===== src/rtl/mmio_uart_tx.sv =====
// Memory-mapped 8N1 UART transmitter: a small byte FIFO fed by single-cycle
// core writes, drained by a registered-output serialiser.
module mmio_uart_tx #(
    parameter int unsigned CLKS_PER_BIT = 868,
    parameter int unsigned FIFO_DEPTH   = 8
) (
    input  logic        clk,
    input  logic        Rst,
    input  logic        mmio_wea,
    input  logic [31:0] mmio_dat,
    output logic        tx,
    output logic        mmio_read,
    output logic        fifo_full,
    output logic        tx_busy
);

    localparam int unsigned AW = $clog2(FIFO_DEPTH);
    localparam int unsigned CW = (CLKS_PER_BIT > 1) ? $clog2(CLKS_PER_BIT) : 1;
    localparam logic [CW-1:0] CntLast = CW'(CLKS_PER_BIT - 1);

    typedef enum logic [1:0] {StIdle, StStart, StData, StStop} state_e;

    state_e         state_q, state_d;
    logic [CW-1:0]  cnt_q, cnt_d;
    logic [2:0]     bit_q, bit_d;
    logic [7:0]     shift_q, shift_d;
    logic [7:0]     mem [FIFO_DEPTH];
    logic [AW-1:0]  wr_q, rd_q;
    logic [AW:0]    count_q, count_d;
    logic           tx_q, tx_d, read_q, busy_q;
    logic           pop, push, empty, full, bit_end;
    logic           unused_dat;

    assign unused_dat = ^mmio_dat[31:8];

    assign empty   = (count_q == '0);
    // Count never exceeds FIFO_DEPTH, so its MSB alone flags full.
    assign full    = count_q[AW];
    assign bit_end = (cnt_q == CntLast);
    assign push    = mmio_wea && (!full || pop);

    always_comb begin
        state_d = state_q;
        cnt_d   = cnt_q + CW'(1);
        bit_d   = bit_q;
        shift_d = shift_q;
        pop     = 1'b0;
        unique case (state_q)
            StIdle: begin
                cnt_d = '0;
                if (!empty) begin
                    pop     = 1'b1;
                    shift_d = mem[rd_q];
                    state_d = StStart;
                end
            end
            StStart: begin
                if (bit_end) begin
                    cnt_d   = '0;
                    bit_d   = '0;
                    state_d = StData;
                end
            end
            StData: begin
                if (bit_end) begin
                    cnt_d   = '0;
                    shift_d = {1'b0, shift_q[7:1]};
                    if (bit_q == 3'd7) begin
                        state_d = StStop;
                    end else begin
                        bit_d = bit_q + 3'd1;
                    end
                end
            end
            StStop: begin
                if (bit_end) begin
                    cnt_d = '0;
                    // Chain straight into the next start bit when more data waits.
                    if (!empty) begin
                        pop     = 1'b1;
                        shift_d = mem[rd_q];
                        state_d = StStart;
                    end else begin
                        state_d = StIdle;
                    end
                end
            end
            default: state_d = StIdle;
        endcase
    end

    // Line level follows the next state so tx changes on the same edge as the FSM.
    always_comb begin
        tx_d = 1'b1;
        unique case (state_d)
            StStart: tx_d = 1'b0;
            StData:  tx_d = shift_d[0];
            default: tx_d = 1'b1;
        endcase
    end

    always_comb begin
        count_d = count_q;
        unique case ({push, pop})
            2'b10:   count_d = count_q + (AW + 1)'(1);
            2'b01:   count_d = count_q - (AW + 1)'(1);
            default: count_d = count_q;
        endcase
    end

    always_ff @(posedge clk or posedge Rst) begin
        if (Rst) begin
            state_q <= StIdle;
            cnt_q   <= '0;
            bit_q   <= '0;
            shift_q <= '0;
            wr_q    <= '0;
            rd_q    <= '0;
            count_q <= '0;
            tx_q    <= 1'b1;
            read_q  <= 1'b0;
            busy_q  <= 1'b0;
        end else begin
            state_q <= state_d;
            cnt_q   <= cnt_d;
            bit_q   <= bit_d;
            shift_q <= shift_d;
            wr_q    <= push ? wr_q + AW'(1) : wr_q;
            rd_q    <= pop ? rd_q + AW'(1) : rd_q;
            count_q <= count_d;
            tx_q    <= tx_d;
            read_q  <= pop;
            busy_q  <= (state_d != StIdle) || (count_d != '0);
        end
    end

    always_ff @(posedge clk) begin
        if (push) begin
            mem[wr_q] <= mmio_dat[7:0];
        end
    end

    assign tx        = tx_q;
    assign mmio_read = read_q;
    assign fifo_full = full;
    assign tx_busy   = busy_q;

endmodule

===== config.mk =====
export PLATFORM = sky130hd
export DESIGN_NAME = mmio_uart_tx
export DESIGN_NICKNAME = d
export VERILOG_FILES = /design/src/rtl/mmio_uart_tx.sv
export SDC_FILE = /design/constraint.sdc
export NUM_CORES = 1
export LEC_CHECK = 0
export BUFFER_PORTS_ARGS = -buffer_cell sky130_fd_sc_hd__buf_2
export CAP_MARGIN = 20
export CORE_ASPECT_RATIO = 1.1
export CORE_MARGIN = 3
export CORE_UTILIZATION = 59
export CTS_BUF_LIST = sky130_fd_sc_hd__clkbuf_8 sky130_fd_sc_hd__clkbuf_16
export DETAILED_ROUTE_END_ITERATION = 10
export GPL_TIMING_DRIVEN = 0
export PLACE_DENSITY_LB_ADDON = 0.1
export SLEW_MARGIN = 20
export SYNTH_ARGS = -nofsm -noshare
export SYNTH_HDL_FRONTEND = slang
export SYNTH_SLANG_ARGS = --single-unit

===== constraint.sdc =====
create_clock -name clk -period 4.2 [get_ports clk]
set_clock_uncertainty 0.15 [all_clocks]
set_input_delay 0.21 -clock clk [delete_from_list [all_inputs] [get_ports clk]]
set_output_delay 0.21 -clock clk [all_outputs]
set_load 0.02 [all_outputs]

# == After elaboration in Yosys (flattened, before gate mapping) ==
# Memories as Yosys holds them, arrays and structs flattened.
# Cells that the tools add are included.
# classes
addsub,6
eq_ne,13
mux,24
n_reduce_logical,13
# op_table
cell,count
$mux W8,3
$pmux W8 S3,1
$pmux W10 S2,1
$add A10 B1 Y10 const B,1
$eq A10 B10 Y1 const B,1
$mux W10,1
$mux W2,5
$add A3 B1 Y3 const B,3
$mux W3,3
$eq A2 B2 Y1 const B,4
$ne A2 B2 Y1 const B,4
$pmux W2 S4,1
$pmux W4 S2,1
$eq A2 B1 Y1 const B,3
$pmux W3 S2,1
$mux W1,5
$add A4 B1 Y4 const B,1
$logic_not A4 Y1,1
$pmux W1 S2,2
$reduce_and A4 Y1,1
$reduce_bool A2 Y1,2
$reduce_bool A4 Y1,1
$sub A4 B1 Y4 const B,1
$eq A3 B3 Y1 const B,1
other kinds (7),8
# totals
regBits,36
ram_bits,64
in_bits,35
out_inout_bits,4
word_cells,68
memories,1
# mem_list
name,depth,width,rd,rd_clocked_by_memory_dff,wr,line_no,source
mem,8,8,1,0,1,27,logic [7:0] mem [FIFO_DEPTH];

# == Logic depth before layout (Yosys ltp) ==
# Gate-level depths: netlist of run 1.
# depth
depth_word,10
mapped_depth,14
depth_no_buf,13

# == Worst setup path before layout of run 1 ==
# No wires, ideal clock.
# synth_timing
path_type,register to register
start,reg cnt_q[0]
end,"reg busy_q, in the netlist tx_busy"
setup_ps,138
arrival_ps,3334
required_time_ps,3912
setup_slack_ps,578
path_stages_with_launch,11
cell_sequence,dfrtp_1 ha_1 nor4b_2 a41oi_1 nor3_1 ha_1 xor2_1 ha_1 mux2_2 or3_1 or4_1
# synth_via
elab_chain_len,9
elab_cells_between_ends,15
classes_between,eq/ne (3); mux (7); reduce/logical (5)
# synth_rtl
item,line_no,source
from (decl),24,"logic [CW-1:0] cnt_q, cnt_d;"
from (signal assigned),125,cnt_q <= cnt_d;
$eq A10 B10 Y1 *,39,assign bit_end = (cnt_q == CntLast);
$mux W1 *,76,if (bit_end) begin
$pmux W1 S2 *,48,unique case (state_q)
net pop,31,"logic pop, push, empty, full, bit_end;"
$logic_or A1 B1 Y1,40,assign push = mmio_wea && (!full || pop);
$logic_and A1 B1 Y1,40,
$eq A2 B1 Y1 / $eq A2 B2 Y1 (equally long branches),104,"unique case ({push, pop})"
$pmux W4 S2 *,104,
net count_d[1],29,"logic [AW:0] count_q, count_d;"
$reduce_bool A4 Y1 *,133,busy_q <= (state_d != StIdle) || (count_d != '0);
$logic_or A1 B1 Y1 *,133,
to (signal assigned),133,
to (decl),30,"logic tx_q, tx_d, read_q, busy_q;"
# Mark *: on every way through the listed nets, which the timed path passes. The rest lies on a longest branch.
# A chain may end at the register's enable or synchronous reset.

# == Worst setup path in the final report of run 1 ==
# layout_timing
start,reg cnt_q[0]
end,"reg busy_q, in the netlist tx_busy"
# layout_via
elab_chain_len,9
elab_cells_between_ends,15
classes_between,eq/ne (3); mux (7); reduce/logical (5)
# layout_rtl
item,line_no
$eq A10 B10 Y1 *,39
$mux W1 *,76
$pmux W1 S2 *,48
$logic_or A1 B1 Y1,40
$logic_and A1 B1 Y1,40
$eq A2 B1 Y1 / $eq A2 B2 Y1 (equally long branches),104
$pmux W4 S2 *,104
net count_d[1],29
$reduce_bool A4 Y1 *,133
$logic_or A1 B1 Y1 *,133
# Marks and branches as above.

==> results by group, run 1 <==
Cells and area
  – Share of layout cells above drive strength 1: 21.7%
  – Final Non-Filler Cells: 430
  – Syn-to-layout area delta: 12.2%
  – Diode count: 0
  – Nets: 388
  – Area of the multi-input gates: 1600 um2
  – Fillers: 493
  – Leading cell type in the layout, fill and taps excluded: edfxtp_1
  – Sequential cell area: 2820 um2
  – Most frequent cells in the layout: edfxtp_1, dfrtp_1, nor2_1

Route
  – Via count: 2,581
  – Vias/cell: 6.00
  – DRT iter0 DRCs: 124
  – 1st-pass router iterations: 4
  – Final wirelength: 8350 um
  – Number of antenna-violating nets in the routed design: 0
  – DRC: 0
  – DR WL/cell: 19.4 um

Power
  – Total power: 2980 uW
  – Peak supply drop: 343 uV
  – PD cells: 597 nW/um2
  – Leakage: 0.00183 uW

Placement
  – Gpl congestion: 0.818
  – PortBufs: 14
  – Hpwl dp: 5630 um
  – Placed cells: 404

Synthesis
  – Synth Instances: 301
  – Post-synthesis async set-or-reset flop share: 36.0%
  – Post-Syn Area: 4450 um2
  – Syn. warnings: 0
  – Sequential cell area fraction in the yosys report: 63.5%
  – Synth Area in Simple Gates: 10.0%
  – Post-Synth XOR/XNOR Area: 3.15%
  – Mean Syn Cell Area: 14.8 um2
  – Synth Area in Adders: 3.65%
  – Number of flops mapped to enable cells by yosys: 64
  – Flops & latches, synth: 100
  – Complex-gate fraction of the synthesized area: 7.48%
  – Distinct cells, synth: 52
  – Syn nets: 349
  – Largest family of logic cells by synthesized area: multiplexers
  – Most common flop cell mapped by yosys: edfxtp_1
  – Mux share of post-synthesis cell area: 10.7%

Critical path
  – Worst path required time: 4.30 ns
  – CP Class: reg2reg
  – WP data arrival: 4.05 ns
  – Crit path cell chain: ha_1 -> nor4b_4 -> a41oi_2 -> o21ai_1 -> nand2_1 -> ha_1 -> xor2_1 -> ha_1 -> mux2_2 -> or3_1 -> or4_1
  – Crit path largest cell delay: 0.41 ns
  – Slowest stage cell, crit path: dfrtp_1
  – Crit. End Element: register
  – Most frequent CP cell: ha_1
  – Critical path startpoint category: register
  – Top delay family on crit path: simple AND/OR/NAND/NOR gates
  – Crit path max fanout: 8
  – Buf+Inv Stages, Crit Path: 0

Global route
  – Largest net degree at the start of global routing: 37
  – First-pass GRT wire length: 13,300 um
  – Number of global-route vias before repair: 2,599
  – Global route overflow: 0
  – Initial antenna violation count: 0
  – GRT Util Overall: 21.1%

Clocking
  – Worst-Skew Late Latency: 0.37 ns
  – H-tree levels: 3
  – CTS Buf Count: 9
  – Clk buf depth: 2
  – CTS tree: built
  – Clk root buf: clkbuf_8
  – Clk pin slew, worst setup/hold paths: 0.10 ns
  – CTS Sinks: 100

Timing
  – RSZ-0062 raised after global routing: no
  – Slew Limit Fails: 0
  – Tcrit/Tclk final: 94.2%
  – Max-slew headroom: 38.7%
  – FMAX: 253 MHz
  – Final setup fails: 0
  – Worst-Margin Slew: 0.908 ns
  – Final hold vios: 0
  – TNS Setup: 0 ns
  – Fin crit period: 3.96 ns

Floorplan
  – Die area: 8620 um2
  – Initial Utilization: 62.1%
  – Die Height: 97.1 um
  – # IOs: 39
  – # rows: 32
  – Core Region: 7170 um2
  – Die Span X: 88.8 um

Run
  – Maxcap violations: 0

Hold path
  – Min-delay worst type: reg2reg

Run status
  – Outcome: completed
report_power, final:
group | total (uW) | switching, uW | internal (uW)
logic | 1020 | 563 | 455
clock network | 585 | 355 | 230
registers | 1380 | 138 | 1240
layer usage:
layer / wire [um] / global-route usage (%) / vias to the layer above
met5: 0 / 0 / -
met4: 214 / 9.19 / 0
met3: 280 / 3.48 / 15
met2: 4380 / 35.7 / 47
met1: 3470 / 26.5 / 1286
li1: - / - / 1233
area by class of cell:
cell class / instances / share of cell area, %
sequential: 100 / 56.6
multi-input combinational: 185 / 32.1
timing repair buffer: 28 / 4.01
clock buffer: 9 / 2.48
tap: 85 / 2.13
clock inverter: 7 / 1.30
buffer: 11 / 1.03
inverter: 5 / 0.376
sequential cells by signal (all words and copies together), names as in the netlist:
name,flops
bit_q,3
cnt_q,10
count_q,4
mem,64
mmio_read,1
rd_q,3
shift_q,8
state_q,2
tx,1
tx_busy,1
wr_q,3
path summary, 6_finish.rpt:
check	startpoint	slack (ns)	to	depth (start not counted)
setup / recovery	cnt_q[0]	0.24	tx_busy	11
hold / removal	cnt_q[0]	0.37	cnt_q[0]	1
setup reg to reg	cnt_q[0]	0.24	tx_busy	11
hold reg to reg	cnt_q[0]	0.37	cnt_q[0]	1
max in group asynchronous	Rst	3.01	cnt_q[7]	3
min in group asynchronous	Rst	0.39	count_q[3]	3
synthesized netlist by cell type (all sizes together), types with 6 or more instances:
library cell | instances | area [um2]
edfxtp | 64 | 1920
dfrtp | 35 | 876
nor2 | 24 | 90.1
mux4 | 16 | 360
ha | 13 | 163
nand2 | 13 | 48.8
o21ai | 13 | 65.1
a21oi | 12 | 60.1
nor3 | 11 | 60.1
mux2i | 8 | 80.1
xnor2 | 8 | 70.1
xor2 | 8 | 70.1
clkbuf | 7 | 26.3
nand3 | 7 | 35.0
a22oi | 6 | 45.0
per-stage QoR:
stage,worst slack [ns],hold slack (ns),cell area [um2],util (%)
after floorplan,0.578,0.159,4450,-
after global placement,0.00374,0.323,4630,64.6
after detailed placement,0.0198,0.250,4680,65.3
after CTS,0.0730,0.372,4980,69.4
after global routing,0.0463,0.389,4990,69.7
final,0.242,0.373,4990,69.7
cell families after synthesis:
group	Yosys count
DFF	100
and+or+nand+nor	81
AOI/OAI and AO/OA	48
muxes	27
xor gates and xnor gates	16
buffers and inverters	16
adders and majority gates	13
worst reg2reg max path, delay by kind of cell, from the launching register on:
| family | cells | cell delay [ns] |
|---|---|---|
| xor+xnor | 1 | 0.17 |
| flops | 1 | 0.41 |
| fa+ha+maj | 3 | 0.85 |
| compound gates | 2 | 0.57 |
| mux | 1 | 0.29 |
| simple gates | 4 | 1.41 |
repair_timing:
action,CTS,global route
endpoints found under the hold margin,100,0
setup buffers,0,0
endpoints found under the setup margin,1,1
gates resized for setup,1,2
cloned,0,0
hold buffers,10,0
pin swaps,0,0
Note: power is estimated with default switching activity, not from simulation.
==> run 2, diff against run 1 <==
--- a/config.mk
+++ b/config.mk
@@ -8,8 +8,7 @@
 export BUFFER_PORTS_ARGS = -buffer_cell sky130_fd_sc_hd__buf_2
 export CAP_MARGIN = 20
 export CORE_ASPECT_RATIO = 1.1
-export CORE_MARGIN = 3
-export CORE_UTILIZATION = 59
+export CORE_UTILIZATION = 53
 export CTS_BUF_LIST = sky130_fd_sc_hd__clkbuf_8 sky130_fd_sc_hd__clkbuf_16
 export DETAILED_ROUTE_END_ITERATION = 10
 export GPL_TIMING_DRIVEN = 0
==> constraint.sdc (replaced) <==
create_clock -name clk -period 3.6 [get_ports clk]
set_clock_uncertainty 0.15 [all_clocks]
set_input_delay 0.18 -clock clk [delete_from_list [all_inputs] [get_ports clk]]
set_output_delay 0.18 -clock clk [all_outputs]
set_load 0.02 [all_outputs]
==> results by group, run 2 (synthesis gave the netlist of run 1 again) <==
Run status
  – Outcome: completed (unchanged)

Clocking
  – CTS Buf Count: 9 (unchanged)
  – Clk buf depth: 2 (unchanged)
  – CTS tree: built (unchanged)
  – Clk pin slew, worst setup/hold paths: 0.11 ns (was 0.10 ns)
  – CTS Sinks: 100 (unchanged)
  – H-tree levels: 3 (unchanged)
  – Clk root buf: clkbuf_8 (unchanged)
  – Worst-Skew Late Latency: 0.36 ns (was 0.37 ns)

Timing
  – Tcrit/Tclk final: 95.3% (was 94.2%)
  – Slew Limit Fails: 0 (unchanged)
  – Worst-Margin Slew: 0.928 ns (was 0.908 ns)
  – Max-slew headroom: 37.6% (was 38.7%)
  – TNS Setup: 0 ns (unchanged)
  – Worst hold slack: 0.185 ns (was 0.373 ns)
  – Fin crit period: 3.43 ns (was 3.96 ns)
  – Final setup fails: 0 (unchanged)
  – RSZ-0062 raised after global routing: no (unchanged)
  – FMAX: 291 MHz (was 253 MHz)
  – Final hold vios: 0 (unchanged)
  – Final WS setup: 0.169 ns (was 0.242 ns)

Critical path
  – Critical path startpoint category: register (unchanged)
  – WP data arrival: 3.52 ns (was 4.05 ns)
  – CP Class: reg2reg (unchanged)
  – Crit. End Element: register (unchanged)
  – Crit path max fanout: 6 (was 8)
  – Worst path required time: 3.69 ns (was 4.30 ns)

Global route
  – Initial antenna violation count: 0 (unchanged)
  – First-pass GRT wire length: 13,800 um (was 13,300 um)
  – GRT Util Overall: 21.6% (was 21.1%)
  – Number of global-route vias before repair: 2,722 (was 2,599)
  – Global route overflow: 0 (unchanged)
  – Largest net degree at the start of global routing: 22 (was 37)

Cells and area
  – Diode count: 0 (unchanged)
  – Flip-flop count of the largest register after layout: 64 (unchanged)
  – Leading cell type in the layout, fill and taps excluded: edfxtp_1 (unchanged)
  – Sequential cell area: 2830 um2 (was 2820 um2)
  – Biggest regs: mem x64, cnt_q x10, shift_q x8 (unchanged)
  – Core Util, Final: 64.0% (was 69.7%)
  – Most frequent cells in the layout: edfxtp_1, dfrtp_1, nor2_1 (unchanged)
  – Nets: 394 (was 388)
  – Share of layout cells above drive strength 1: 24.8% (was 21.7%)
  – Syn-to-layout area delta: 15.7% (was 12.2%)
  – Area of the multi-input gates: 1650 um2 (was 1600 um2)
  – Most flop-heavy register: mem (unchanged)
  – Fillers: 578 (was 493)

Placement
  – Post-Place Setup Slack: -0.506 ns (was 0.0198 ns)
  – Gpl congestion: 0.741 (was 0.818)
  – PortBufs: 14 (unchanged)
  – Hpwl dp: 5610 um (was 5630 um)

Floorplan
  – Core Region: 8040 um2 (was 7170 um2)
  – Die Span X: 89.4 um (was 88.8 um)
  – Die area: 8770 um2 (was 8620 um2)
  – # rows: 34 (was 32)
  – Initial Utilization: 55.4% (was 62.1%)
  – Die Height: 98.1 um (was 97.1 um)
  – # IOs: 39 (unchanged)

Route
  – DRC: 0 (unchanged)
  – Vias/cell: 5.71 (was 6.00)
  – DR WL/cell: 18.4 um (was 19.4 um)
  – Final wirelength: 8470 um (was 8350 um)
  – 1st-pass router iterations: 4 (unchanged)
  – Via count: 2,622 (was 2,581)
  – DRT iter0 DRCs: 137 (was 124)
  – Number of antenna-violating nets in the routed design: 0 (unchanged)

Run
  – Maxcap violations: 0 (unchanged)

Power
  – Leakage: 0.00189 uW (was 0.00183 uW)
  – PD cells: 695 nW/um2 (was 597 nW/um2)
  – Peak supply drop: 348 uV (was 343 uV)
  – Total power: 3580 uW (was 2980 uW)

Hold path
  – Min-delay worst type: in2async (was reg2reg)
==> run 2: final timing paths <==
| kind | startpoint | end | slack (ns) | depth (start not counted) |
|---|---|---|---|---|
| worst max register to register | cnt_q[4] | tx_busy | 0.17 | 10 |
| min in group clk | shift_q[7] | shift_q[7] | 0.38 | 2 |
| worst min-delay path | Rst | cnt_q[7] | 0.18 | 3 |
| max in group asynchronous | Rst | state_q[1] | 2.66 | 4 |
| worst max-delay path | cnt_q[4] | tx_busy | 0.17 | 10 |
| worst min register to register | shift_q[7] | shift_q[7] | 0.38 | 2 |
==> run 2: per-stage QoR <==
stage	std cells	instance area, um2
6_report	459	5150
5_1_grt	459	5150
4_1_cts	455	5090
3_5_place_dp	427	4740
3_3_place_gp	423	4660
2_1_floorplan	301	4460
==> run 2: critical path, cell delays in order (launching register included) <==
cell      delay [ns]
dfrtp_1         0.46
and3b_1         0.24
clkbuf_1        0.25
a41oi_4         0.20
nor3_4          0.37
ha_4            0.22
xor2_1          0.17
ha_1            0.24
mux2_2          0.28
or3_1           0.33
or4_1           0.40
==> run 2: layout make-up <==
| class | count | area share (%) |
|---|---|---|
| Sequential cell | 100 | 54.9 |
| Tap cell | 108 | 2.62 |
| Clock inverter | 7 | 1.39 |
| Timing Repair Buffer | 35 | 5.30 |
| Inverter | 5 | 0.365 |
| Buffer | 10 | 0.923 |
| Clock buffer | 9 | 2.41 |
| Multi-Input combinational cell | 185 | 32.1 |
==> run 2: repair_timing <==
action / 4_1_cts / 5_1_grt
hold buffers: 10 / 0
gates resized for setup: 9 / 3
pin swaps: 1 / 2
setup endpoints to repair: 1 / 1
hold endpoints to repair: 101 / 0
gates cloned: 0 / 0
buffers inserted: 2 / 5
==> run 2: power by group <==
part | leakage, uW | internal [uW] | switching (uW)
clock | 0.0000987 | 270 | 425
sequential | 0.00104 | 1450 | 161
combinational | 0.000747 | 585 | 689
total | 0.00189 | 2300 | 1270
==> run 2: routing by layer <==
metal | global-route usage (%) | wire length, um
met1 | 27.9 | 3650
met2 | 36.2 | 4420
met3 | 4.23 | 291
met4 | 7.20 | 99
met5 | 0 | 0
==> run 3, diff against run 2 <==
--- a/config.mk
+++ b/config.mk
@@ -5,10 +5,10 @@
 export SDC_FILE = /design/constraint.sdc
 export NUM_CORES = 1
 export LEC_CHECK = 0
+export ABC_AREA = 1
 export BUFFER_PORTS_ARGS = -buffer_cell sky130_fd_sc_hd__buf_2
-export CAP_MARGIN = 20
 export CORE_ASPECT_RATIO = 1.1
-export CORE_UTILIZATION = 53
+export CORE_UTILIZATION = 54
 export CTS_BUF_LIST = sky130_fd_sc_hd__clkbuf_8 sky130_fd_sc_hd__clkbuf_16
 export DETAILED_ROUTE_END_ITERATION = 10
 export GPL_TIMING_DRIVEN = 0
==> results by group, run 3 <==
Timing
  – TNS Setup: 0 ns (unchanged)
  – FMAX: 317 MHz (was 291 MHz)
  – RSZ-0062 raised after global routing: no (unchanged)
  – Fin crit period: 3.15 ns (was 3.43 ns)
  – Final setup fails: 0 (unchanged)
  – Max-slew headroom: 43.2% (was 37.6%)
  – Slew Limit Fails: 0 (unchanged)
  – Tcrit/Tclk final: 87.6% (was 95.3%)
  – Final hold vios: 0 (unchanged)
  – Worst-Margin Slew: 0.848 ns (was 0.928 ns)

Critical path
  – Worst path required time: 3.70 ns (was 3.69 ns)
  – WP data arrival: 3.26 ns (was 3.52 ns)
  – Most frequent CP cell: nand2_1
  – CP Class: reg2reg (unchanged)
  – Critical path startpoint category: register (unchanged)
  – Crit path cell chain: inv_1 -> ha_1 -> buf_2 -> nand2_1 -> nand2_1 -> nand2_2 -> nand2_2 -> nand2_2 -> ha_1 -> nand2_1 -> inv_2 -> nor2_1 -> ha_1 -> a21oi_1 -> xor2_1 -> nand2_1 -> o21a_1 -> nand2_1 -> nor2_1 -> nand2_1 (was and3b_1 -> clkbuf_1 -> a41oi_4 -> nor3_4 -> ha_4 -> xor2_1 -> ha_1 -> mux2_2 -> or3_1 -> or4_1)
  – Slowest stage cell, crit path: dfrtp_1 (unchanged)
  – Crit path max fanout: 10 (was 6)
  – Crit path largest cell delay: 0.43 ns (was 0.46 ns)
  – Crit. End Element: register (unchanged)
  – R2R Setup Slk: 0.45 ns (was 0.17 ns)

Cells and area
  – Leading cell type in the layout, fill and taps excluded: nand2_1 (was edfxtp_1)
  – Biggest regs: mem x64, cnt_q x10, shift_q x8 (unchanged)
  – Final Non-Filler Cells: 621 (was 459)
  – Nets: 553 (was 394)
  – Syn-to-layout area delta: 11.1% (was 15.7%)
  – Most flop-heavy register: mem (unchanged)
  – Flip-flop count of the largest register after layout: 64 (unchanged)
  – Share of layout cells above drive strength 1: 14.1% (was 24.8%)
  – Most frequent cells in the layout: nand2_1, edfxtp_1, nand3_1 (was edfxtp_1, dfrtp_1, nor2_1)
  – Design Area, Final: 5210 um2 (was 5150 um2)
  – Diode count: 0 (unchanged)

Clocking
  – Clk pin slew, worst setup/hold paths: 0.10 ns (was 0.11 ns)
  – H-tree levels: 3 (unchanged)
  – Clk root buf: clkbuf_8 (unchanged)
  – CTS tree: built (unchanged)
  – CTS Sinks: 100 (unchanged)
  – Clk buf depth: 2 (unchanged)
  – Worst-Skew Late Latency: 0.36 ns (about the same)
  – Postcts setup bufs: 0 (was 2)
  – CTS Buf Count: 9 (unchanged)

Power
  – Internal: 1740 uW (was 2300 uW)
  – Leakage: 0.00225 uW (was 0.00189 uW)
  – Clock share of power: 27.0% (was 19.4%)
  – P_sw: 722 uW (was 1270 uW)
  – Combinational share of power: 15.8% (was 35.6%)
  – Peak supply drop: 321 uV (was 348 uV)
  – Sw Share: 29.3% (was 35.6%)
  – PD cells: 473 nW/um2 (was 695 nW/um2)
  – Sequential power share: 57.2% (was 45.0%)

Route
  – Number of antenna-violating nets in the routed design: 0 (unchanged)
  – Final wirelength: 8980 um (was 8470 um)
  – Via count: 3,212 (was 2,622)
  – 1st-pass router iterations: 5 (was 4)
  – DRT iter0 DRCs: 167 (was 137)
  – DRC: 0 (unchanged)
  – DR WL/cell: 14.5 um (was 18.4 um)
  – Vias/cell: 5.17 (was 5.71)

Global route
  – Global route overflow: 0 (unchanged)
  – Initial antenna violation count: 0 (unchanged)
  – First-pass GRT wire length: 15,200 um (was 13,800 um)
  – GRT Util Overall: 22.0% (was 21.6%)
  – Largest net degree at the start of global routing: 22 (unchanged)
  – Number of global-route vias before repair: 3,198 (was 2,722)

Synthesis
  – Synth cell count leaders: nand2_1, edfxtp_1, nand3_1 (was edfxtp_1, dfrtp_1, nor2_1)
  – Post-synthesis async set-or-reset flop share: 36.0% (unchanged)
  – Most common flop cell mapped by yosys: edfxtp_1 (unchanged)
  – Count leader, synth: nand2_1 (was edfxtp_1)
  – Synth Instances: 469 (was 301)
  – Mean Syn Cell Area: 9.99 um2 (was 14.8 um2)
  – Synth top area cells: edfxtp_1, dfrtp_1, nand2_1, nand3_1, ha_1 (was edfxtp_1, dfrtp_1, mux4_2, ha_1, nor2_1)
  – Syn nets: 517 (was 349)
  – Distinct cells, synth: 41 (was 52)
  – Syn. warnings: 0 (unchanged)
  – Flops & latches, synth: 100 (unchanged)
  – Post-Syn Area: 4690 um2 (was 4450 um2)
  – Share of the synthesized area in the top cell type: 41.0% (was 43.2%)
  – Sequential cell area fraction in the yosys report: 60.3% (was 63.5%)
  – Number of flops mapped to enable cells by yosys: 64 (unchanged)
  – Leading area contributor after synthesis: edfxtp_1 (unchanged)

Placement
  – Hpwl dp: 6260 um (was 5610 um)
  – Dpl cell area: 4920 um2 (was 4740 um2)
  – Placed cells: 595 (was 427)
  – Gpl congestion: 0.792 (was 0.741)
  – PortBufs: 14 (unchanged)

Run
  – Maxcap violations: 0 (unchanged)

Run status
  – Outcome: completed (unchanged)

Floorplan
  – # IOs: 39 (unchanged)
  – # rows: 35 (was 34)
  – Die Span X: 90.8 um (was 89.4 um)
  – Die Height: 99.7 um (was 98.1 um)
  – Core Region: 8410 um2 (was 8040 um2)
  – Die area: 9060 um2 (was 8770 um2)
  – Initial Utilization: 55.7% (was 55.4%)

Hold path
  – Min-delay worst type: in2async (unchanged)
[run 3: changes by cell type after synthesis, moves of 5 or more]
cell | previous run | this run
mux4_2 | 16 | 0
nand3_1 | 7 | 60
nor2_1 | 24 | 30
a21oi_1 | 12 | 5
xnor2_1 | 8 | 3
nand2_1 | 13 | 153
nor3_1 | 10 | 2
nand2_2 | 0 | 7
inv_2 | 0 | 8
inv_1 | 5 | 21
mux2i_1 | 8 | 0
a22oi_1 | 6 | 0
o211ai_1 | 1 | 7
[run 3: cell type report]
cell class	count	area [um2]
clock inverter	7	60.1
timing repair buffer	25	198
fill	694	3200
sequential	100	2820
buffer	13	67.6
clock buffer	9	124
inverter	33	126
multi-input combinational	323	1670
tap	111	139
[run 3: per-layer routing]
metal / global-route usage [%] / share of wire [%] / vias to the layer above
li1: - / - / 1638
met1: 27.9 / 45 / 1509
met2: 37.2 / 51 / 51
met3: 3.98 / 3.2 / 14
met4: 10.1 / 1.4 / 0
met5: 0 / 0 / -
[run 3: worst paths after layout]
check	start	endpoint	cells past startpoint
max	state_q[0]	tx_busy	20
min	Rst	cnt_q[8]	3
max reg2reg	state_q[0]	tx_busy	20
min reg2reg	cnt_q[0]	cnt_q[0]	1
max in group asynchronous	Rst	rd_q[0]	4
min in group clk	cnt_q[0]	cnt_q[0]	1
[run 3: metrics by stage]
stage                     util [%]  worst slack (ns)  total power (uW)  hold slack [ns]
final                         61.9             0.446              2460            0.190
after global routing          61.9            0.0565              2590            0.226
after floorplan                  -             0.824              1700            0.129
after CTS                     61.9             0.384              2480            0.197
after detailed placement      58.6             0.413              1820           0.0425
after global placement        58.2             0.448              1810            0.296
[run 3: worst max-delay path, delay by kind of cell (launching register included)]
| family | cells | cell delay, ns |
|---|---|---|
| buf+inv | 3 | 0.39 |
| compound gates | 2 | 0.17 |
| flops | 1 | 0.43 |
| simple gates | 11 | 1.14 |
| fa+ha+maj | 3 | 0.59 |
| xor+xnor | 1 | 0.16 |
[run 3: power groups by stage]
stage	Combinational [uW]	Sequential (uW)	Clock [uW]
6_report	390	1410	663
5_1_grt	446	1420	723
4_1_cts	394	1410	674
3_5_place_dp	385	1430	0
3_3_place_gp	376	1430	0
2_1_floorplan	275	1420	0
[run 3: cell families after synthesis]
| family | Yosys count | share of synthesized area [%] |
|---|---|---|
| simple gates | 270 | 26.3 |
| flops | 100 | 60.3 |
| buf+inv | 46 | 4.14 |
| compound gates | 33 | 4.48 |
| fa+ha+maj | 13 | 3.47 |
| xor+xnor | 7 | 1.31 |
[run 3: repair_timing]
item                                   CTS  global route
hold buffers                            10             0
gates resized for setup                  0             1
endpoints found under the hold margin  101             0
setup endpoints to repair                0             1
